[src/rtl/clk_div_monitor.sv]
`default_nettype none
// ============================================================================
// Module      : clk_div_monitor
// Description : Watches a divided clock (div_in) as data in the source clk
//               domain. Measures each period and its high time in clk cycles.
//               Declares lock after LOCK_CNT consecutive in-tolerance periods.
//               Raises a sticky fault when a period is out of tolerance, or
//               when div_in stops toggling, after lock has been reached.
// Revision    : 1.0 - initial release
// ----------------------------------------------------------------------------
// Parameters
//   N         expected divide factor (div_in period in clk cycles), N >= 2
//   TOL       allowed |period - N| in clk cycles
//   LOCK_CNT  consecutive good periods needed to lock, 1..15
//   CW        measurement counter width, 2^CW > 2*N+TOL+1
// Ports
//   clk          in   source clock; the clock that also drives the divider
//   rst          in   asynchronous reset, active low
//   en           in   monitor enable; low returns to IDLE
//   clr_fault    in   single-cycle pulse; leaves FAULT and resynchronises
//   div_in       in   divided clock, synchronous to clk
//   period_meas  out  last measured period (clk cycles)
//   high_meas    out  high cycles within the last measured period
//   period_valid out  one-cycle pulse when the measurements update
//   locked       out  lock status
//   fault        out  sticky fault status
//   fault_cause  out  01 = period out of tolerance, 10 = div_in stuck
//   err_count    out  saturating count of bad-period and timeout events
// ============================================================================
module clk_div_monitor #(
    parameter int N        = 4,
    parameter int TOL      = 0,
    parameter int LOCK_CNT = 4,
    parameter int CW       = 16
) (
    input  logic          clk,
    input  logic          rst,
    input  logic          en,
    input  logic          clr_fault,
    input  logic          div_in,
    output logic [CW-1:0] period_meas,
    output logic [CW-1:0] high_meas,
    output logic          period_valid,
    output logic          locked,
    output logic          fault,
    output logic [1:0]    fault_cause,
    output logic [7:0]    err_count
);

    typedef enum logic [2:0] {
        S_IDLE    = 3'd0,
        S_SYNC    = 3'd1,
        S_MEASURE = 3'd2,
        S_LOCKED  = 3'd3,
        S_FAULT   = 3'd4
    } state_t;

    // A period this long without a rise means div_in has stopped toggling.
    localparam logic [CW-1:0]        C_TIMEOUT = CW'(2 * N + TOL + 1);
    localparam logic signed [CW:0]   C_N_S     = (CW + 1)'(N);
    localparam logic signed [CW:0]   C_TOL_S   = (CW + 1)'(TOL);
    localparam logic [3:0]           C_LOCK    = 4'(LOCK_CNT);
    localparam logic [1:0]           C_CAUSE_PERIOD  = 2'b01;
    localparam logic [1:0]           C_CAUSE_TIMEOUT = 2'b10;

    state_t          state_q, state_d;
    logic            div_q;
    logic [CW-1:0]   cnt_q, cnt_d;
    logic [CW-1:0]   hcnt_q, hcnt_d;
    logic [3:0]      good_cnt_q, good_cnt_d;
    logic [CW-1:0]   period_meas_q, period_meas_d;
    logic [CW-1:0]   high_meas_q, high_meas_d;
    logic            period_valid_q, period_valid_d;
    logic            locked_q, locked_d;
    logic            fault_q, fault_d;
    logic [1:0]      fault_cause_q, fault_cause_d;
    logic [7:0]      err_count_q, err_count_d;

    logic            w_rise;
    logic            w_timeout;
    logic            w_good;
    logic            w_err_event;
    logic signed [CW:0] w_diff;
    logic signed [CW:0] w_abs;
    logic [3:0]      w_good_inc;

    assign w_rise     = div_in & ~div_q;
    // A rise in the timeout cycle wins: that period is measured (and is bad).
    assign w_timeout  = (cnt_q == C_TIMEOUT) & ~w_rise;
    assign w_diff     = $signed({1'b0, cnt_q}) - C_N_S;
    assign w_abs      = w_diff[CW] ? -w_diff : w_diff;
    assign w_good     = (w_abs <= C_TOL_S);
    assign w_good_inc = good_cnt_q + 4'd1;

    always_comb begin
        state_d        = state_q;
        cnt_d          = cnt_q;
        hcnt_d         = hcnt_q;
        good_cnt_d     = good_cnt_q;
        period_meas_d  = period_meas_q;
        high_meas_d    = high_meas_q;
        period_valid_d = 1'b0;
        locked_d       = locked_q;
        fault_d        = fault_q;
        fault_cause_d  = fault_cause_q;
        w_err_event    = 1'b0;

        if (!en) begin
            state_d       = S_IDLE;
            cnt_d         = '0;
            hcnt_d        = '0;
            good_cnt_d    = '0;
            locked_d      = 1'b0;
            fault_d       = 1'b0;
            fault_cause_d = 2'b00;
        end else begin
            // Counters stay at zero in IDLE and start counting from SYNC on.
            if (state_q != S_IDLE) begin
                if (w_rise || w_timeout) begin
                    cnt_d = CW'(1);
                end else begin
                    cnt_d = cnt_q + CW'(1);
                end
                if (w_rise) begin
                    hcnt_d = CW'(1);
                end else if (div_in) begin
                    hcnt_d = hcnt_q + CW'(1);
                end
            end

            // The edge that leaves SYNC only aligns the counters; every
            // later rise closes a full period and is reported.
            if (w_rise && (state_q == S_MEASURE || state_q == S_LOCKED ||
                           state_q == S_FAULT)) begin
                period_meas_d  = cnt_q;
                high_meas_d    = hcnt_q;
                period_valid_d = 1'b1;
            end

            case (state_q)
                S_IDLE: begin
                    state_d = S_SYNC;
                end
                S_SYNC: begin
                    if (w_rise) begin
                        state_d = S_MEASURE;
                    end else if (w_timeout) begin
                        w_err_event = 1'b1;
                    end
                end
                S_MEASURE: begin
                    if (w_rise && w_good) begin
                        good_cnt_d = w_good_inc;
                        if (w_good_inc == C_LOCK) begin
                            state_d  = S_LOCKED;
                            locked_d = 1'b1;
                        end
                    end else if (w_rise || w_timeout) begin
                        good_cnt_d  = '0;
                        w_err_event = 1'b1;
                    end
                end
                S_LOCKED: begin
                    if (w_rise && !w_good) begin
                        state_d       = S_FAULT;
                        locked_d      = 1'b0;
                        fault_d       = 1'b1;
                        fault_cause_d = C_CAUSE_PERIOD;
                        w_err_event   = 1'b1;
                    end else if (w_timeout) begin
                        state_d       = S_FAULT;
                        locked_d      = 1'b0;
                        fault_d       = 1'b1;
                        fault_cause_d = C_CAUSE_TIMEOUT;
                        w_err_event   = 1'b1;
                    end
                end
                S_FAULT: begin
                    // The fault is already latched, so further bad periods
                    // are not counted again while waiting for clr_fault.
                    if (clr_fault) begin
                        state_d       = S_SYNC;
                        fault_d       = 1'b0;
                        fault_cause_d = 2'b00;
                        good_cnt_d    = '0;
                    end
                end
                default: begin
                    state_d = S_IDLE;
                end
            endcase
        end

        if (w_err_event && (err_count_q != 8'hFF)) begin
            err_count_d = err_count_q + 8'd1;
        end else begin
            err_count_d = err_count_q;
        end
    end

    always_ff @(posedge clk or negedge rst) begin
        if (!rst) begin
            state_q        <= S_IDLE;
            div_q          <= 1'b0;
            cnt_q          <= '0;
            hcnt_q         <= '0;
            good_cnt_q     <= '0;
            period_meas_q  <= '0;
            high_meas_q    <= '0;
            period_valid_q <= 1'b0;
            locked_q       <= 1'b0;
            fault_q        <= 1'b0;
            fault_cause_q  <= 2'b00;
            err_count_q    <= 8'd0;
        end else begin
            state_q        <= state_d;
            div_q          <= div_in;
            cnt_q          <= cnt_d;
            hcnt_q         <= hcnt_d;
            good_cnt_q     <= good_cnt_d;
            period_meas_q  <= period_meas_d;
            high_meas_q    <= high_meas_d;
            period_valid_q <= period_valid_d;
            locked_q       <= locked_d;
            fault_q        <= fault_d;
            fault_cause_q  <= fault_cause_d;
            err_count_q    <= err_count_d;
        end
    end

    assign period_meas  = period_meas_q;
    assign high_meas    = high_meas_q;
    assign period_valid = period_valid_q;
    assign locked       = locked_q;
    assign fault        = fault_q;
    assign fault_cause  = fault_cause_q;
    assign err_count    = err_count_q;

endmodule
`default_nettype wire

[config.mk]
export PLATFORM = sky130hd
export DESIGN_NAME = clk_div_monitor
export DESIGN_NICKNAME = d
export VERILOG_FILES = /design/src/rtl/clk_div_monitor.sv
export SDC_FILE = /design/constraint.sdc
export NUM_CORES = 1
export LEC_CHECK = 0
export ABC_AREA = 1
export CORE_MARGIN = 1
export CORE_UTILIZATION = 63
export CTS_BUF_LIST = sky130_fd_sc_hd__clkbuf_2
export DETAILED_ROUTE_END_ITERATION = 10
export PLACE_DENSITY = 0.92
export SETUP_SLACK_MARGIN = 0.05
export SYNTH_ARGS = -nofsm -noshare
export SYNTH_HDL_FRONTEND = slang
export SYNTH_SLANG_ARGS = --single-unit
[constraint.sdc]
create_clock -name clk -period 5 [get_ports clk]
set_input_delay 0.5 -clock clk [delete_from_list [all_inputs] [get_ports clk]]
set_output_delay 0.5 -clock clk [all_outputs]
set_load 0.02 [all_outputs]
==> results.yml, run 1 <==
clock_network:
  numCtsBuffers: 9
  htree_levels: 3
  cts_root_buf: "clkbuf_2"
  ctsHoldBuffers: 0
  cts_buffer_depth: 2
  postCtsSetupBuffers: 0
  cts.sinks: 85
  cts.clk_slew.worst_paths_ps: 240
  clkLatencyLatePin_ps: 540
  post_cts_resize_count: 0
  cts_tree: "yes"
route:
  post_drt_wl_per_cell_um: 14.11
  viasPerCell: 5.669
  drtPass1Iterations: 5
  finalWirelength_mm: 10.57
  routed-via-count: 4246
  drc: 0
  ant_nets: 0
  drt_iter0_markers: 384
cells_and_area:
  mostFrequentLayoutCells: "nand2_1 (161), dfrtp_1 (85), inv_1 (59)"
  syn_to_final_growth_pct: 14.45
  mostFrequentLayoutCell: "nand2_1"
  fin_cells: 749
  drive_gt1_share_pct: 8.308
  nets: 661
  diodes: 0
power:
  peakVddDrop_v: 0.0002057
  power.density_mw_per_mm2: 350.5
  p_leak_uw: 0.002648
setup_path:
  slowest_delay_ps: 550
  endpoint_kind: "flip-flop"
  path_cells: "inv_2, ha_1, nand3_4, nor2_4, nand2_4, nand2_1, inv_1, a21oi_1, nand2_1, nor2_2, nand4_2, nand2_1, nand3_2, nand2_1, nand2_1"
  critical_path.max_fanout: 13
  worstPathRequired_ps: 5460
  critical_path.startpoint_type: "flip-flop"
  crit_top_cell: "nand2_1"
  cpMaxStageDelayCell: "dfrtp_1"
  worstSetupPathType: "reg -> reg"
  worstPathArrival_ps: 3130
timing:
  skew_ps: 24.90
  rsz0062_at_grt: "no"
  slew_headroom_pct: 30.20
  setup_viol: 0
  worst_pin_slew_ps: 1047
  hold_violations: 0
  fmax_mhz: 374.6
  slew_viol_final: 0
  fin_crit_sh_pct: 53.38
  min_period_ps: 2669
  tns_ps: 0
global_routing:
  grt_pass1_wl_mm: 17.22
  antenna_found_initial: 0
  grt_start_max_net_pins: 86
  grt_overflow_total: 0
  grt.total_usage_pct: 28.71
  grt_pass1_vias: 3908
yosys:
  synth_cell_type_count: 41
  syn_area_per_cell_um2: 7.863
  synth-edff-count: 0
  syn_inst: 598
  synth.yosys.seq_area_share_pct: 45.24
  synthArstFlopShare_pct: 100.0
  yosys_warnings: 0
  ys_seq_elements: 85
  synth_top_flop_cell: "dfrtp_1"
  synthesis.nets: 614
  synth_area_mm2: 0.004702
placed_design:
  post-dp-hpwl_mm: 7.682
  io_buffers: 49
  gp_congestion: 0.9390
  dp.cells: 733
floorplanning:
  die_area_mm2: 0.007813
  die_w_um: 88.39
  io_pins: 50
  initial_core_util_pct: 65.18
  core_area_mm2: 0.007214
  die_y_um: 88.39
  placementRows: 31
min_path:
  min_path_type: "in -> async"
run_status:
  outcome: "finished, final reports clean"
job:
  drv_cap: 0
[state kept, by name, indices dropped and copies added (netlist names)]
| signal | flops |
|---|---|
| period_meas | 16 |
| state_q | 3 |
| period_valid | 1 |
| locked | 1 |
| cnt_q | 16 |
| err_count | 8 |
| fault | 1 |
| good_cnt_q | 4 |
| fault_cause | 2 |
| hcnt_q | 16 |
| div_q | 1 |
| high_meas | 16 |
[cell usage after synthesis (2+ instances only)]
library cell	n	share of area, %
nor2_4	3	0.72
nand4_1	10	1.3
dfrtp_1	85	45
nand4_2	2	0.53
nor4_1	2	0.27
xor2_1	10	1.9
o21ai_0	48	5.1
o211ai_1	2	0.32
o21bai_1	2	0.32
clkbuf_1	8	0.64
a31oi_1	3	0.40
o22ai_1	2	0.27
nor3_1	17	1.8
a21oi_1	18	1.9
nand2_4	7	1.7
nand2_1	161	13
o21ai_1	4	0.43
a211oi_1	2	0.32
inv_2	3	0.24
nor2_2	8	1.1
xnor2_1	6	1.1
inv_1	59	4.7
buf_6	3	0.72
nand3_1	49	5.2
nand2_2	5	0.67
or2_2	2	0.27
nand3_2	2	0.43
buf_2	2	0.21
ha_1	11	2.9
nor2_1	51	4.1
[power by group]
group          total [uW]  switching (uW)  internal, uW  leakage (uW)
combinational         660             437           223       0.00140
clock                 405             237           168     0.0000839
sequential            821            66.8           754       0.00117
total                1890             741          1150       0.00265
[per-stage QoR]
| step | hold slack, ps | utilization, % | total power (uW) | worst slack [ps] | area (um^2) |
|---|---|---|---|---|---|
| floorplan | 204.4 | - | 1271 | 2820 | 4702 |
| global placement | 459.3 | 72.70 | 1446 | 2066 | 5245 |
| detailed placement | 467.7 | 72.70 | 1479 | 1933 | 5245 |
| CTS | 124.2 | 74.59 | 1885 | 2391 | 5381 |
| global route | 183.7 | 74.59 | 1989 | 2121 | 5381 |
| finish | 69.61 | 74.59 | 1886 | 2331 | 5381 |
[final timing paths]
kind | end | startpoint | slack [ps] | cells past startpoint
max in group asynchronous | cnt_q[1] | rst | 4210 | 1
max reg2reg | state_q[0] | cnt_q[2] | 2330 | 15
min | period_meas[13] | rst | 70 | 1
max | state_q[0] | cnt_q[2] | 2330 | 15
min reg2reg | fault | fault | 500 | 2
min in group clk | div_q | div_in | 460 | 1
[per-layer routing]
| metal | track usage (%) | vias to the layer above | share of wire, % |
|---|---|---|---|
| met3 | 3.731 | 37 | 5.0 |
| met2 | 48.18 | 180 | 50 |
| met1 | 35.05 | 1993 | 42 |
| met4 | 18.33 | 0 | 3.8 |
| met5 | 0 | - | 0 |
| li1 | - | 2036 | - |
[cells by family after synthesis]
group	count (synthesis)	synth area share, %
and+or+nand+nor	325	32.36
AOI/OAI and AO/OA	85	9.846
DFF	85	45.24
buffers and inverters	76	6.652
xor gates and xnor gates	16	2.980
adders and majority gates	11	2.927
[critical path: cells and delay by family, from the launching register on]
| family | cells | cell delay, ps |
|---|---|---|
| compound gates | 1 | 140 |
| fa+ha+maj | 1 | 320 |
| buf+inv | 2 | 230 |
| flops | 1 | 550 |
| simple gates | 11 | 1370 |
[cell type report]
cell class	count	area [um^2]
Inverter	63	239.0
Tap cell	99	123.9
Fill cell	557	1833
Timing Repair Buffer	49	488.0
Clock inverter	6	86.33
Sequential cell	85	2127
Clock buffer	10	50.05
Multi-Input combinational cell	437	2267
No activity file was read; power rests on OpenSTA's default activity.
==> inputs of run 2 (changes only) <==
--- a/config.mk
+++ b/config.mk
@@ -7,10 +7,10 @@
 export LEC_CHECK = 0
 export ABC_AREA = 1
 export CORE_MARGIN = 1
-export CORE_UTILIZATION = 63
+export CORE_UTILIZATION = 59
 export CTS_BUF_LIST = sky130_fd_sc_hd__clkbuf_2
 export DETAILED_ROUTE_END_ITERATION = 10
-export PLACE_DENSITY = 0.92
+export PLACE_DENSITY = 0.87
 export SETUP_SLACK_MARGIN = 0.05
 export SYNTH_ARGS = -nofsm -noshare
 export SYNTH_HDL_FRONTEND = slang
==> constraint.sdc (replaced) <==
create_clock -name clk -period 2.61 [get_ports clk]
set_input_delay 0.261 -clock clk [delete_from_list [all_inputs] [get_ports clk]]
set_output_delay 0.261 -clock clk [all_outputs]
set_load 0.02 [all_outputs]
==> run 2 against run 1 <==
  * Global-route usage fell by 1.8 points
  * Fmax increased by 16%
  * Critical path depth fell by 1
  * Highest routed layer unchanged
  * Hold slack better by 180 ps
  * Non-clock buffer count up 17
  * Worst setup slack worse by 2000 ps
==> results.yml, run 2 (synthesis gave the netlist of run 1 again) <==
timing:
  slew_viol_final: 0
  worst_pin_slew_ps: 1033
  rsz0062_at_grt: "no"
  fin_crit_sh_pct: 88.03
  min_period_ps: 2298
  slew_headroom_pct: 31.15
  tns_ps: 0
  layout_setup_ws_ps: 312.5
  hold_violations: 0
  skew_ps: 20.05
  setup_viol: 0
  fmax_mhz: 435.3
floorplanning:
  initial_core_util_pct: 60.85
  core_area_mm2: 0.007727
  placementRows: 32
  io_pins: 50
  die_y_um: 91.27
  die_w_um: 91.27
  die_area_mm2: 0.008330
clock_network:
  cts_tree: "yes"
  cts_root_buf: "clkbuf_2"
  clkLatencyLatePin_ps: 530
  cts.sinks: 85
  numCtsBuffers: 9
  cts_buffer_depth: 2
  cts.clk_slew.worst_paths_ps: 230
  htree_levels: 3
setup_path:
  critical_path.startpoint_type: "flip-flop"
  slowest_delay_ps: 490
  crit_buf_inv: 3
  reg2reg_slack_ps: 310
  crit_family: "simple AND/OR/NAND/NOR gates"
  worstSetupPathType: "reg -> reg"
  r2r_cells: 14
  r2r-start: "cnt_q[2]"
  worstPathArrival_ps: 2760
  cpMaxStageDelayCell: "dfrtp_2"
  r2r_end: "good_cnt_q[0]"
  endpoint_kind: "flip-flop"
  path_cells: "inv_4, ha_4, nand3_4, nor2_4, nand2_4, nand2_1, inv_1, a21oi_1, nand2_1, nor2_2, nand3_2, inv_1, nand3_1, o21ai_0"
  crit_end: "good_cnt_q[0]"
  crit_start: "cnt_q[2]"
  critical_path.max_fanout: 13
  cp_num_cells: 14
  worstPathRequired_ps: 3070
placed_design:
  dp.cells: 748
  io_buffers: 49
  gp_congestion: 0.9423
  post-dp-hpwl_mm: 7.565
  pre_cts_ws_ps: 131.1
cells_and_area:
  mostFrequentLayoutCells: "nand2_1 (161), dfrtp_1 (84), inv_1 (58)"
  syn_to_final_growth_pct: 17.46
  regArea_mm2: 0.002128
  diodes: 0
  nFillCells: 633
  multi_input_area_mm2: 0.002280
  fin_cells: 769
  mostFrequentLayoutCell: "nand2_1"
  nets: 678
  drive_gt1_share_pct: 11.09
route:
  post_drt_wl_per_cell_um: 13.49
  drtPass1Iterations: 5
  routed-via-count: 4206
  finalWirelength_mm: 10.37
  ant_nets: 0
  viasPerCell: 5.469
  drc: 0
  drt_iter0_markers: 323
power:
  peakVddDrop_v: 0.0004196
  p_leak_uw: 0.002727
  power.density_mw_per_mm2: 647.8
  power_uw: 3578
global_routing:
  grt_overflow_total: 0
  grt_pass1_vias: 4083
  antenna_found_initial: 0
  grt_pass1_wl_mm: 18.02
  grt.total_usage_pct: 26.96
  grt_start_max_net_pins: 86
job:
  drv_cap: 0
min_path:
  min_path_type: "in -> reg"
run_status:
  outcome: "finished, final reports clean"
## run 2: layer usage
metal | routed length, um | vias to the layer above | global-route usage (%) | part of all wire, %
li1 | - | 2077 | - | -
met3 | 520 | 22 | 4.690 | 5.0
met1 | 4615 | 1975 | 34.98 | 44
met4 | 223 | 0 | 10.45 | 2.1
met5 | 0 | - | 0 | 0
met2 | 5013 | 132 | 45.14 | 48
## run 2: cell type report
cell class | count | area share (%)
Sequential cell | 85 | 38.54
Tap cell | 102 | 2.311
Timing Repair Buffer | 66 | 11.42
Inverter | 63 | 4.372
Clock inverter | 5 | 1.087
Clock buffer | 11 | 0.9968
Multi-Input combinational cell | 437 | 41.28
## run 2: metrics by stage
stage | hold WS, ps | instance area, um^2 | util (%)
finish | 246.4 | 5523 | 71.47
global route | 202.8 | 5523 | 71.47
CTS | 199.4 | 5477 | 70.87
detailed placement | 463.5 | 5351 | 69.25
global placement | 462.9 | 5351 | 69.25
floorplan | -34.59 | 4702 | -
## run 2: worst register-to-register path, delay by kind of cell, from the launching register on
kind,cells,cell delay (ps)
fa+ha+maj,1,180
compound gates,2,330
simple gates,8,1000
buf+inv,3,230
flops,1,490
## run 2: how the worst min path moves through the flow
stage,from,endpoint,slack (ps),cells after the start
after floorplan,rst,cnt_q[0],-30,0
after global placement,locked,locked,460,2
after CTS,div_in,div_q,200,1
final,div_in,div_q,250,1
after global routing,div_in,div_q,200,1
after detailed placement,locked,locked,460,2
## run 2: what timing repair did
action / 4_1_cts / 5_1_grt
buffers inserted: 0 / 4
hold buffers: 1 / 0
hold endpoints to repair: 85 / 0
gates resized for setup: 0 / 5
setup endpoints to repair: 0 / 19
## run 2: report_power, final
group | total, uW | internal [uW] | switching, uW
combinational | 1330 | 497 | 832
clock | 682 | 233 | 449
sequential | 1570 | 1450 | 122
